**config.mk**
```make
export PLATFORM = sky130hd
export DESIGN_NAME = multicycle_ctrl_flat
export DESIGN_NICKNAME = d
export VERILOG_FILES = /design/src/rtl/multicycle_ctrl_if.sv /design/src/rtl/multicycle_ctrl.sv /design/src/flat_wrapper.sv
export SDC_FILE = /design/constraint.sdc
export NUM_CORES = 1
export LEC_CHECK = 0
export ABC_CLOCK_PERIOD_IN_PS = 4700
export CAP_MARGIN = 10
export CORE_UTILIZATION = 60
export CTS_BUF_LIST = sky130_fd_sc_hd__clkbuf_16
export DETAILED_ROUTE_END_ITERATION = 8
export DONT_BUFFER_PORTS = 1
export GPL_TIMING_DRIVEN = 0
export HOLD_SLACK_MARGIN = 0.05
export PLACE_DENSITY = 0.76
export SETUP_SLACK_MARGIN = 0.4
export SKIP_LAST_GASP = 1
export SYNTH_ARGS = -nofsm -noshare
export SYNTH_HDL_FRONTEND = slang
export SYNTH_SLANG_ARGS = --single-unit
```
**constraint.sdc**
```tcl
create_clock -name clk -period 4.7 [get_ports clk]
set_input_delay 0.94 -clock clk [delete_from_list [all_inputs] [get_ports clk]]
set_output_delay 0.94 -clock clk [all_outputs]
set_load 0.005 [all_outputs]
```
**src/rtl/multicycle_ctrl_if.sv**
```systemverilog
// Control-unit <-> datapath bundle: instruction/flags in, strobes and debug state out.
// The instret output exists only when MCTRL_INSTRET_EN is defined.
interface multicycle_ctrl_if;
    logic [31:0] ins;
    logic        zero;
    logic        INT;
    logic        pc_write;
    logic        INT_sel;
    logic        RegWrite;
    logic        ALUSrc;
    logic        MemRead;
    logic        MemWrite;
    logic        Mem2Reg;
    logic [2:0]  op;
    logic        isbranch;
    logic        isjump;
    logic        illegal;
    logic [2:0]  state;
`ifdef MCTRL_INSTRET_EN
    logic [31:0] instret;

    modport master (
        input  ins, zero, INT,
        output pc_write, INT_sel, RegWrite, ALUSrc, MemRead, MemWrite, Mem2Reg,
        output op, isbranch, isjump, illegal, state, instret
    );
    modport slave (
        output ins, zero, INT,
        input  pc_write, INT_sel, RegWrite, ALUSrc, MemRead, MemWrite, Mem2Reg,
        input  op, isbranch, isjump, illegal, state, instret
    );
`else
    modport master (
        input  ins, zero, INT,
        output pc_write, INT_sel, RegWrite, ALUSrc, MemRead, MemWrite, Mem2Reg,
        output op, isbranch, isjump, illegal, state
    );
    modport slave (
        output ins, zero, INT,
        input  pc_write, INT_sel, RegWrite, ALUSrc, MemRead, MemWrite, Mem2Reg,
        input  op, isbranch, isjump, illegal, state
    );
`endif
endinterface

```
**src/rtl/multicycle_ctrl.sv**
```systemverilog
// Moore multi-cycle control FSM (BOOT/FETCH/DECODE/EXEC/MEM/WB) for the RISC-V datapath.
// Define MCTRL_INSTRET_EN to add the 32-bit retired-instruction counter.
module multicycle_ctrl #(
    parameter int ENTRY_CYCLES = 1
) (
    input logic               clk,
    input logic               reset,
    multicycle_ctrl_if.master ctrl
);
    typedef enum logic [2:0] {
        FETCH  = 3'd0,
        DECODE = 3'd1,
        EXEC   = 3'd2,
        MEM    = 3'd3,
        WB     = 3'd4,
        BOOT   = 3'd5
    } state_t;

    state_t      state_q, state_d;
    logic [31:0] ir;
    logic [1:0]  boot_cnt;
    logic        boot_last;

    logic [6:0] opcode;
    logic [2:0] funct3;
    logic is_r_op, is_r, is_addi, is_lw, is_sw, is_beq, is_jal, legal;
    logic final_state, in_body, pc_write, trap;
    logic unused_bits;

    assign opcode    = ir[6:0];
    assign funct3    = ir[14:12];
    assign boot_last = (boot_cnt == 2'(ENTRY_CYCLES - 1));

    assign is_r_op = (opcode == 7'h33);
    assign is_r    = is_r_op && (funct3 inside {3'b000, 3'b110, 3'b111, 3'b010});
    assign is_addi = (opcode == 7'h13);
    assign is_lw   = (opcode == 7'h03);
    assign is_sw   = (opcode == 7'h23);
    assign is_beq  = (opcode == 7'h63);
    assign is_jal  = (opcode == 7'h6F);
    assign legal   = is_r || is_addi || is_lw || is_sw || is_beq || is_jal;

    // zero is only informational here; unused IR fields are folded away too
    assign unused_bits = ^{ctrl.zero, ir[31], ir[29:15], ir[11:7]};

    always_ff @(posedge clk) begin
        if (reset) begin
            state_q  <= BOOT;
            ir       <= 32'd0;
            boot_cnt <= 2'd0;
        end else begin
            state_q <= state_d;
            if (state_q == FETCH) ir <= ctrl.ins;
            if (state_q == BOOT && !boot_last) boot_cnt <= boot_cnt + 2'd1;
        end
    end

    // Illegal instructions pass through EXEC with no strobes and trap from WB
    always_comb begin
        state_d = state_q;
        case (state_q)
            BOOT:    state_d = boot_last ? FETCH : BOOT;
            FETCH:   state_d = DECODE;
            DECODE:  state_d = EXEC;
            EXEC: begin
                if (is_beq || is_jal)    state_d = FETCH;
                else if (is_lw || is_sw) state_d = MEM;
                else                     state_d = WB;
            end
            MEM:     state_d = is_lw ? WB : FETCH;
            WB:      state_d = FETCH;
            default: state_d = BOOT;
        endcase
    end

    always_comb begin
        final_state = 1'b0;
        case (state_q)
            BOOT:    final_state = boot_last;
            EXEC:    final_state = is_beq || is_jal;
            MEM:     final_state = is_sw;
            WB:      final_state = 1'b1;
            default: final_state = 1'b0;
        endcase
    end

    assign in_body  = (state_q == DECODE) || (state_q == EXEC) || (state_q == MEM) || (state_q == WB);
    assign trap     = (state_q == WB) && !legal;
    // Reset gates every write strobe so an aborted instruction commits nothing
    assign pc_write = final_state && !reset;

    always_comb begin
        ctrl.op = 3'b000;
        if (in_body) begin
            ctrl.op = 3'b010;
            if (is_beq) ctrl.op = 3'b110;
            else if (is_r) begin
                case (funct3)
                    3'b000:  ctrl.op = ir[30] ? 3'b110 : 3'b010;
                    3'b110:  ctrl.op = 3'b001;
                    3'b111:  ctrl.op = 3'b000;
                    3'b010:  ctrl.op = 3'b111;
                    default: ctrl.op = 3'b010;
                endcase
            end
        end
    end

    assign ctrl.state    = state_q;
    assign ctrl.pc_write = pc_write;
    assign ctrl.INT_sel  = pc_write && (ctrl.INT || state_q == BOOT || trap);
    assign ctrl.ALUSrc   = in_body && !(is_r_op || is_beq);
    assign ctrl.MemRead  = is_lw && (state_q == MEM || state_q == WB);
    assign ctrl.Mem2Reg  = is_lw && (state_q == WB);
    assign ctrl.MemWrite = is_sw && (state_q == MEM) && !reset;
    assign ctrl.RegWrite = (is_r || is_addi || is_lw) && (state_q == WB) && !reset;
    assign ctrl.isbranch = is_beq && (state_q == EXEC);
    assign ctrl.isjump   = is_jal && (state_q == EXEC);
    assign ctrl.illegal  = !legal && (state_q == DECODE);

`ifdef MCTRL_INSTRET_EN
    logic [31:0] instret_q;

    always_ff @(posedge clk) begin
        if (reset) begin
            instret_q <= 32'd0;
        end else if (pc_write && state_q != BOOT && !trap) begin
            instret_q <= instret_q + 32'd1;
        end
    end

    assign ctrl.instret = instret_q;
`endif
endmodule
```
**src/flat_wrapper.sv**
```systemverilog
// flat-port wrapper written by rule: the top's interface ports become plain ports
module multicycle_ctrl_flat 
#(
    parameter int ENTRY_CYCLES = 1
)
  (clk, reset, ctrl_ins, ctrl_zero, ctrl_INT, ctrl_pc_write, ctrl_INT_sel, ctrl_RegWrite, ctrl_ALUSrc, ctrl_MemRead, ctrl_MemWrite, ctrl_Mem2Reg, ctrl_op, ctrl_isbranch, ctrl_isjump, ctrl_illegal, ctrl_state);
  multicycle_ctrl_if ctrl_i ();
  input logic clk;
  input logic reset;
  input wire logic [$bits(ctrl_i.ins)-1:0] ctrl_ins;
  input wire logic [$bits(ctrl_i.zero)-1:0] ctrl_zero;
  input wire logic [$bits(ctrl_i.INT)-1:0] ctrl_INT;
  output wire logic [$bits(ctrl_i.pc_write)-1:0] ctrl_pc_write;
  output wire logic [$bits(ctrl_i.INT_sel)-1:0] ctrl_INT_sel;
  output wire logic [$bits(ctrl_i.RegWrite)-1:0] ctrl_RegWrite;
  output wire logic [$bits(ctrl_i.ALUSrc)-1:0] ctrl_ALUSrc;
  output wire logic [$bits(ctrl_i.MemRead)-1:0] ctrl_MemRead;
  output wire logic [$bits(ctrl_i.MemWrite)-1:0] ctrl_MemWrite;
  output wire logic [$bits(ctrl_i.Mem2Reg)-1:0] ctrl_Mem2Reg;
  output wire logic [$bits(ctrl_i.op)-1:0] ctrl_op;
  output wire logic [$bits(ctrl_i.isbranch)-1:0] ctrl_isbranch;
  output wire logic [$bits(ctrl_i.isjump)-1:0] ctrl_isjump;
  output wire logic [$bits(ctrl_i.illegal)-1:0] ctrl_illegal;
  output wire logic [$bits(ctrl_i.state)-1:0] ctrl_state;
  assign ctrl_i.ins = ctrl_ins;
  assign ctrl_i.zero = ctrl_zero;
  assign ctrl_i.INT = ctrl_INT;
  assign ctrl_pc_write = ctrl_i.pc_write;
  assign ctrl_INT_sel = ctrl_i.INT_sel;
  assign ctrl_RegWrite = ctrl_i.RegWrite;
  assign ctrl_ALUSrc = ctrl_i.ALUSrc;
  assign ctrl_MemRead = ctrl_i.MemRead;
  assign ctrl_MemWrite = ctrl_i.MemWrite;
  assign ctrl_Mem2Reg = ctrl_i.Mem2Reg;
  assign ctrl_op = ctrl_i.op;
  assign ctrl_isbranch = ctrl_i.isbranch;
  assign ctrl_isjump = ctrl_i.isjump;
  assign ctrl_illegal = ctrl_i.illegal;
  assign ctrl_state = ctrl_i.state;
  multicycle_ctrl #(.ENTRY_CYCLES(ENTRY_CYCLES)) u_core (.clk(clk), .reset(reset), .ctrl(ctrl_i));
endmodule
```
Yosys cells after proc, flatten, opt, wreduce, memory -nomap -nowiden:

Cells that the tools add are included.

* add/sub/neg operators: 1
* $mul: 0
* divide/modulo/power cells: 0
* order comparisons: 0
* eq/ne operators: 14
* shift-type cells: 0
* mux-type cells: 11
* bitwise logic cells: 0
* reductions and logical operators: 37

Operators by type and width (number)
* 2-to-1 mux 3 bit: 8
* case mux 3 bit (6 select lines): 1
* logical AND 1 bit: 15
* equality test 7 x 6 -> 1 bit, second input constant: 2
* equality test 7 bit, second input constant: 2
* logical OR 1 bit: 14
* equality test 3 bit, second input constant: 4
* case mux 3 bit (4 select lines): 1
* equality test 3 x 2 -> 1 bit, second input constant: 3
* equality test 7 x 2 -> 1 bit, second input constant: 1
* equality test 7 x 5 -> 1 bit, second input constant: 1
* zero test 3 bit: 2
* zero test 1 bit: 4
* case mux 1 bit (4 select lines): 1
* nonzero test 4 bit: 1
* equality test 3 x 1 -> 1 bit, second input constant: 1
* adder 2 x 1 -> 2 bit, second input constant: 1
* zero test 2 bit: 1

* register bits: 36
* latch bits: 0
* memory bits (writable): 0
* ROM bits: 0
* output and inout port bits: 16
* memories: 0

Logic depth before layout (Yosys ltp):

Gate-level depths: netlist of run 1.

* depth after elaboration: 12
* gate-level depth with buffers: 6
* depth with buffers taken out: 6

Least setup slack after synthesis of run 1:

No wires, ideal clock.

* kind: input to output
* start point: input port reset
* end point: output port ctrl_RegWrite
* arrival time: 1773 ps
* required time: 3760 ps
* setup slack: 1987 ps
* stages: 3
* buffers on the path: 1
* cell sequence: clkbuf_1 or4_1 a21oi_1

* cells in the longest elaborated chain, start to end: 2

Ends and longest elaborated chain
* from (decl): line flat_wrapper.sv:9 `input logic reset;`
* zero test 1 bit: line multicycle_ctrl.sv:116 `assign ctrl.RegWrite = (is_r || is_addi || is_lw) && (state_q == WB) && !reset;`
* logical AND 1 bit: line multicycle_ctrl.sv:116
* to (decl): line flat_wrapper.sv:15 `output wire logic [$bits(ctrl_i.RegWrite)-1:0] ctrl_RegWrite;`

No other way between the ends.

Worst setup path after layout of run 1:

Ends and elaborated chain as after synthesis.

==> impl_results.md, run 1 <==
- Max cap viols: 0
- Predominant post-synthesis flop cell: dfxtp_1
- Synth top area cells: dfxtp_1, nand2_1, a21oi_1
- Switching power share of the total: 24.0%
- Post-route ant nets: 0
- FF-to-FF path depth: 5
- Die area: 1770 µm²
- Tcrit/Tclk final: 60.6%
- Comb power frac: 12.6%
- # resized after CTS: 0
- Worst hold path class: flop to flop
- Arrival @ worst endpoint: 1.91 ns
- Worst hold start: u_core.ir[30]
- Diodes inserted: 0
- Met2 WL: 1.02 mm
- Final Slew Violations: 0
- Total number of vias: 922
- Total power: 0.355 mW
- Pint: 0.270 mW
- YS warnings: 0
- Gpl congestion: 0.838
- # port buffers: 0
- Net Switching: 0.0853 mW
- GRT Util Overall: 25.4%
- Seq cells post-synth: 16
- First-pass GRT wire length: 3.42 mm
- Mapped cell area: 963 µm²
- Synth Instances: 134
- Vias in the first global route: 778
- Syn Nets: 171
- Fin util: 70.3%
- Clock root cell: clkbuf_16
- Startpoint types: primary input
- Gr ovfl total: 0
- Cts hold-fix bufs: 0
- Syn_area_per_cell: 7.19 µm²
- Met1 Wirelength: 981 µm
- Status: finished clean
- Largest net degree at the start of global routing: 11
- Share of cells above drive strength 1: 8.03%
- P per Cell Area: 336 nW/µm²
- Final setup fails: 0
- Clock buffer depth: 2
- Area of the multi-input gates: 596 µm²
- Placed Cells: 150
- Vias/cell: 6.03
- Layout fillers: 142
- Clock share of power: 45.2%
- Share of the synthesized area in the top cell type: 33.2%
- Crit path required time: 3.76 ns
- Post-CTS Setup Repair Bufs: 0
- Sequential share of the synthesized area: 33.2%
- Die X: 42.1 µm
- Max_slew headroom: 67.9%
- CTS tree: yes
- Final WS setup: 1.85 ns
- Die H: 42.1 µm
- NumNets Final: 176
- Post-synth top area cell: dfxtp_1
- Synth top cells by count: nand2_1, dfxtp_1, a21oi_1, nor2_1, clkbuf_1
- Class of the most critical setup path: primary input to primary output
- Post-synth ARST share: 0%
- Crit-path max FO: 10
- Library cells used by synthesis: 36
- Crit end category: primary output
- Clk_skew: 0.000640 ns
- Drt initial violations: 23
- CTS Buf Count: 3
- Worst-Margin Slew: 0.482 ns
- Hold Path End: u_core.ir[30]
- WHS Path Cells: 2
- H-tree depth: 1
- Reg-to-reg endpoint: u_core.boot_cnt[1]
- Fin crit period: 2.85 ns
- Setup WS pre-CTS: 1.87 ns
- Routed WL: 2.13 mm
- Routed WL per cell: 13.9 µm
- EDFF count, synth: 0
- Io pins: 52
- Worst r2r src: u_core.ctrl.state[0]
- Initial Utilization: 64.0%
- Pleak: 0.352 nW
- Clk_lat worst skew: 0.24 ns
- FF-to-FF setup slack: 3.07 ns
- First drt pass iteration count: 4
- Top-count cell post-synth: nand2_1
- Area grow syn2layout: 9.87%
- Clk pin slew, worst setup/hold paths: 0.05 ns
- Initial antenna violation count: 0
- Met3 WL: 108 µm
- RSZ-0062 raised after global routing: no
- Peak VDD IR: 251 µV
- # rows: 14
- Core area: 1510 µm²
- Fmax achieved: 0.351 GHz
- Setup TNS: 0 ns
- Drc violations: 0
- Uppermost layer routed: met4
- Post-route insts no fill: 153
- Detailed Place HPWL: 1.54 mm
- Sequential Area: 320 µm²
- Number of hold violations in the final report: 0
- Register share of total power: 42.1%
- # clock sinks: 16
-- state kept, by name, indices dropped and copies added, names as in the netlist --
| name | count |
|---|---|
| u_core.ir | 11 |
| u_core.ctrl.state | 3 |
| u_core.boot_cnt | 2 |
-- per-layer routing --
| layer | up-vias | track usage [%] |
|---|---|---|
| li1 | 474 | - |
| met1 | 418 | 33.4 |
| met2 | 28 | 41.3 |
| met3 | 2 | 5.17 |
| met4 | 0 | 9.38 |
| met5 | - | 0 |
-- layout by cell type, fill, tap and decap left out, types with 2 or more instances in the layout --
| cell | Yosys | final |
|---|---|---|
| or3_1 | 2 | 2 |
| clkbuf_1 | 7 | 7 |
| nor4_1 | 3 | 3 |
| nand2_1 | 31 | 31 |
| buf_2 | 2 | 2 |
| nor2_1 | 9 | 9 |
| nor3b_1 | 2 | 2 |
| nand3b_1 | 3 | 3 |
| inv_1 | 3 | 3 |
| dfxtp_1 | 16 | 16 |
| o21bai_1 | 2 | 2 |
| o21ai_0 | 5 | 5 |
| nor3_1 | 5 | 5 |
| clkbuf_16 | 0 | 3 |
| nand3_1 | 4 | 4 |
| a21oi_1 | 15 | 15 |
| nand2b_1 | 5 | 5 |
-- through the flow --
stage / instance area, µm² / hold slack, ns
final: 1060 / 0.476
after global routing: 1060 / 0.509
after CTS: 1060 / 0.475
after detailed placement: 983 / 0.468
after global placement: 983 / 0.458
after floorplan: 963 / 0.436
-- power groups by stage --
stage               Combinational (mW)  Sequential [mW]  Clock, mW
floorplan                       0.0366            0.150          0
global placement                0.0432            0.152          0
detailed placement              0.0442            0.152          0
CTS                             0.0446            0.149      0.164
global route                    0.0506            0.151      0.169
finish                          0.0449            0.150      0.161
-- how the worst max path moves through the flow --
stage                     slack (ns)  cells past startpoint                 start             to
final                           1.85                      3                 reset  ctrl_RegWrite
after global routing            1.75                      5  u_core.ctrl.state[0]     ctrl_op[1]
after CTS                       1.87                      3                 reset  ctrl_RegWrite
after detailed placement        1.87                      3                 reset  ctrl_RegWrite
after global placement          1.85                      3                 reset  ctrl_RegWrite
after floorplan                 1.99                      3                 reset  ctrl_RegWrite
-- worst max-delay path, stage by stage --
cell and delay (ns):
clkbuf_1 0.22, or4_1 0.56, a21oi_1 0.18
-- cell families after synthesis --
kind of cell,synth area share (%)
compound gates,18.4
xor+xnor,1.82
fa+ha+maj,1.30
buf+inv,4.94
flops,33.2
mux,1.04
simple gates,39.2
-- layout make-up --
type | count | area share, %
Multi-Input combinational cell | 106 | 56.3
Inverter | 3 | 1.06
Buffer | 9 | 3.43
Sequential cell | 16 | 30.3
Tap cell | 16 | 1.89
Clock buffer | 3 | 7.09
Power figures use the tool's default switching activity.
==> run 2, diff against run 1 <==
--- a/config.mk
+++ b/config.mk
@@ -5,7 +5,7 @@
 export SDC_FILE = /design/constraint.sdc
 export NUM_CORES = 1
 export LEC_CHECK = 0
-export ABC_CLOCK_PERIOD_IN_PS = 4700
+export ABC_CLOCK_PERIOD_IN_PS = 3000
 export CAP_MARGIN = 10
 export CORE_UTILIZATION = 60
 export CTS_BUF_LIST = sky130_fd_sc_hd__clkbuf_16
==> constraint.sdc (replaced) <==
create_clock -name clk -period 3 [get_ports clk]
set_input_delay 0.6 -clock clk [delete_from_list [all_inputs] [get_ports clk]]
set_output_delay 0.6 -clock clk [all_outputs]
set_load 0.005 [all_outputs]
==> impl_results.md, run 2 (same netlist as run 1, synthesis figures left out) <==
- Status: finished clean
- First drt pass iteration count: 4 (unchanged)
- Io pins: 52 (unchanged)
- CTS tree: yes
- Drt initial violations: 23 (unchanged)
- Commonest non-fill, non-tap cell in the layout: nand2_1
- GRT Util Overall: 25.4% (unchanged)
- H-tree depth: 1 (unchanged)
- Total power: 0.557 mW (+57%)
- Crit path required time: 2.40 ns (-1.36 ns)
- Fmax achieved: 0.407 GHz
- # clock sinks: 16 (unchanged)
- First-pass GRT wire length: 3.42 mm (unchanged)
- Fin crit period: 2.45 ns
- Met1 usage: 33.4% (unchanged)
- # resized after CTS: 0 (unchanged)
- Pleak: 0.354 nW (+0.80%)
- Min Hold Slack: 0.476 ns (unchanged)
- Gpl congestion: 0.838 (unchanged)
- Largest net degree at the start of global routing: 11 (unchanged)
- Routed WL per cell: 13.9 µm (about the same)
- Placed inst area: 983 µm² (unchanged)
- Vias in the first global route: 778 (unchanged)
- Tcrit/Tclk final: 81.8%
- Final setup fails: 0 (unchanged)
- NumNets Final: 176 (unchanged)
- Routed WL: 2.13 mm (about the same)
- FF-to-FF path depth: 5 (unchanged)
- Share of cells above drive strength 1: 8.76% (+0.73 points)
- Peak VDD IR: 393 µV (+57%)
- RSZ-0062 raised after global routing: no
- Number of hold violations in the final report: 0 (unchanged)
- Max reg flops: 11 (unchanged)
- Commonest non-fill, non-tap cells in the layout: nand2_1, dfxtp_1, a21oi_1, nor2_1, clkbuf_1
- Final Slew Violations: 0 (unchanged)
- Largest reg by FF count: u_core.ir
- Clock root cell: clkbuf_16
- Max cap viols: 0 (unchanged)
- CTS Buf Count: 3 (unchanged)
- Worst hold path class: flop to flop
- Global routing's busiest layer: met2
- Post-CTS Setup Repair Bufs: 0 (unchanged)
- Post-route cell area: 1060 µm² (+0.12%)
- Setup TNS: 0 ns (unchanged)
- Vias/cell: 6.03 (unchanged)
- # port buffers: 0 (unchanged)
- Setup WS pre-CTS: 0.809 ns (-1.06 ns)
- Gr ovfl total: 0 (unchanged)
- Cts hold-fix bufs: 0 (unchanged)
- Worst-Margin Slew: 0.482 ns (+0.000121 ns)
- Die X: 42.1 µm (unchanged)
- Post-route ant nets: 0 (unchanged)
- # rows: 14 (unchanged)
- Clk_lat worst skew: 0.24 ns (about the same)
- P per Cell Area: 526 nW/µm² (+57%)
- Diodes inserted: 0 (unchanged)
- Arrival @ worst endpoint: 1.85 ns (-0.06 ns)
- Startpoint types: flop
- Crit end category: primary output
- Class of the most critical setup path: flop to primary output
- Detailed Place HPWL: 1.54 mm (unchanged)
- Core area: 1510 µm² (unchanged)
- Initial Utilization: 64.0% (unchanged)
- Max_slew headroom: 67.9% (about the same)
- Area grow syn2layout: 10.0%
- Crit-path max FO: 7 (-3)
- Clk pin slew, worst setup/hold paths: 0.05 ns (about the same)
- WHS Path Cells: 2 (unchanged)
- Initial antenna violation count: 0 (unchanged)
- Clock buffer depth: 2 (unchanged)
- Drc violations: 0 (unchanged)
- Die H: 42.1 µm (unchanged)
- Clk_skew: 0.000630 ns (-0.00000991 ns)
- Total number of vias: 922 (unchanged)
- Die area: 1770 µm² (unchanged)
- Met2 GRT Util: 41.3% (unchanged)
- Routing usage on met3: 5.17% (unchanged)
- Final WS setup: 0.546 ns (-1.31 ns)
[run 2: area by class of cell]
class	instances	area (µm²)
buffer	9	37.5
clock buffer	3	75.1
fill	142	447
inverter	3	11.3
multi-input combinational	106	596
sequential	16	320
tap	16	20.0
[run 2: path summary, 6_finish.rpt]
check                                   start                   end  slack (ns)
worst max register to register   u_core.ir[6]  u_core.ctrl.state[2]        1.38
worst max-delay path             u_core.ir[6]          ctrl_INT_sel        0.55
worst min-delay path            u_core.ir[30]         u_core.ir[30]        0.48
worst min register to register  u_core.ir[30]         u_core.ir[30]        0.48
[run 2: through the flow]
stage | util [%] | std cells
after global routing | 70.3 | 153
after detailed placement | 65.3 | 150
final | 70.3 | 153
after CTS | 70.3 | 153
after global placement | 65.3 | 150
after floorplan | - | 134
[run 2: worst max-delay path, stage by stage, from the launching register on]
cell and delay [ns]:
dfxtp_1 0.35, or3_1 0.39, buf_2 0.17, nor4_1 0.32, o31a_2 0.22, o311a_1 0.17
[run 2: power by group]
part	switching (mW)	total (mW)	internal (mW)
registers	0.0111	0.235	0.223
clock network	0.0774	0.252	0.175
logic	0.0452	0.0707	0.0255
[run 2: per-layer routing]
layer	up-vias	wire length (µm)	share of wire, %
li1	474	-	-
met1	418	981	46
met2	28	1020	48
met3	2	109	5.1
met4	0	20	0.94
met5	-	0	0
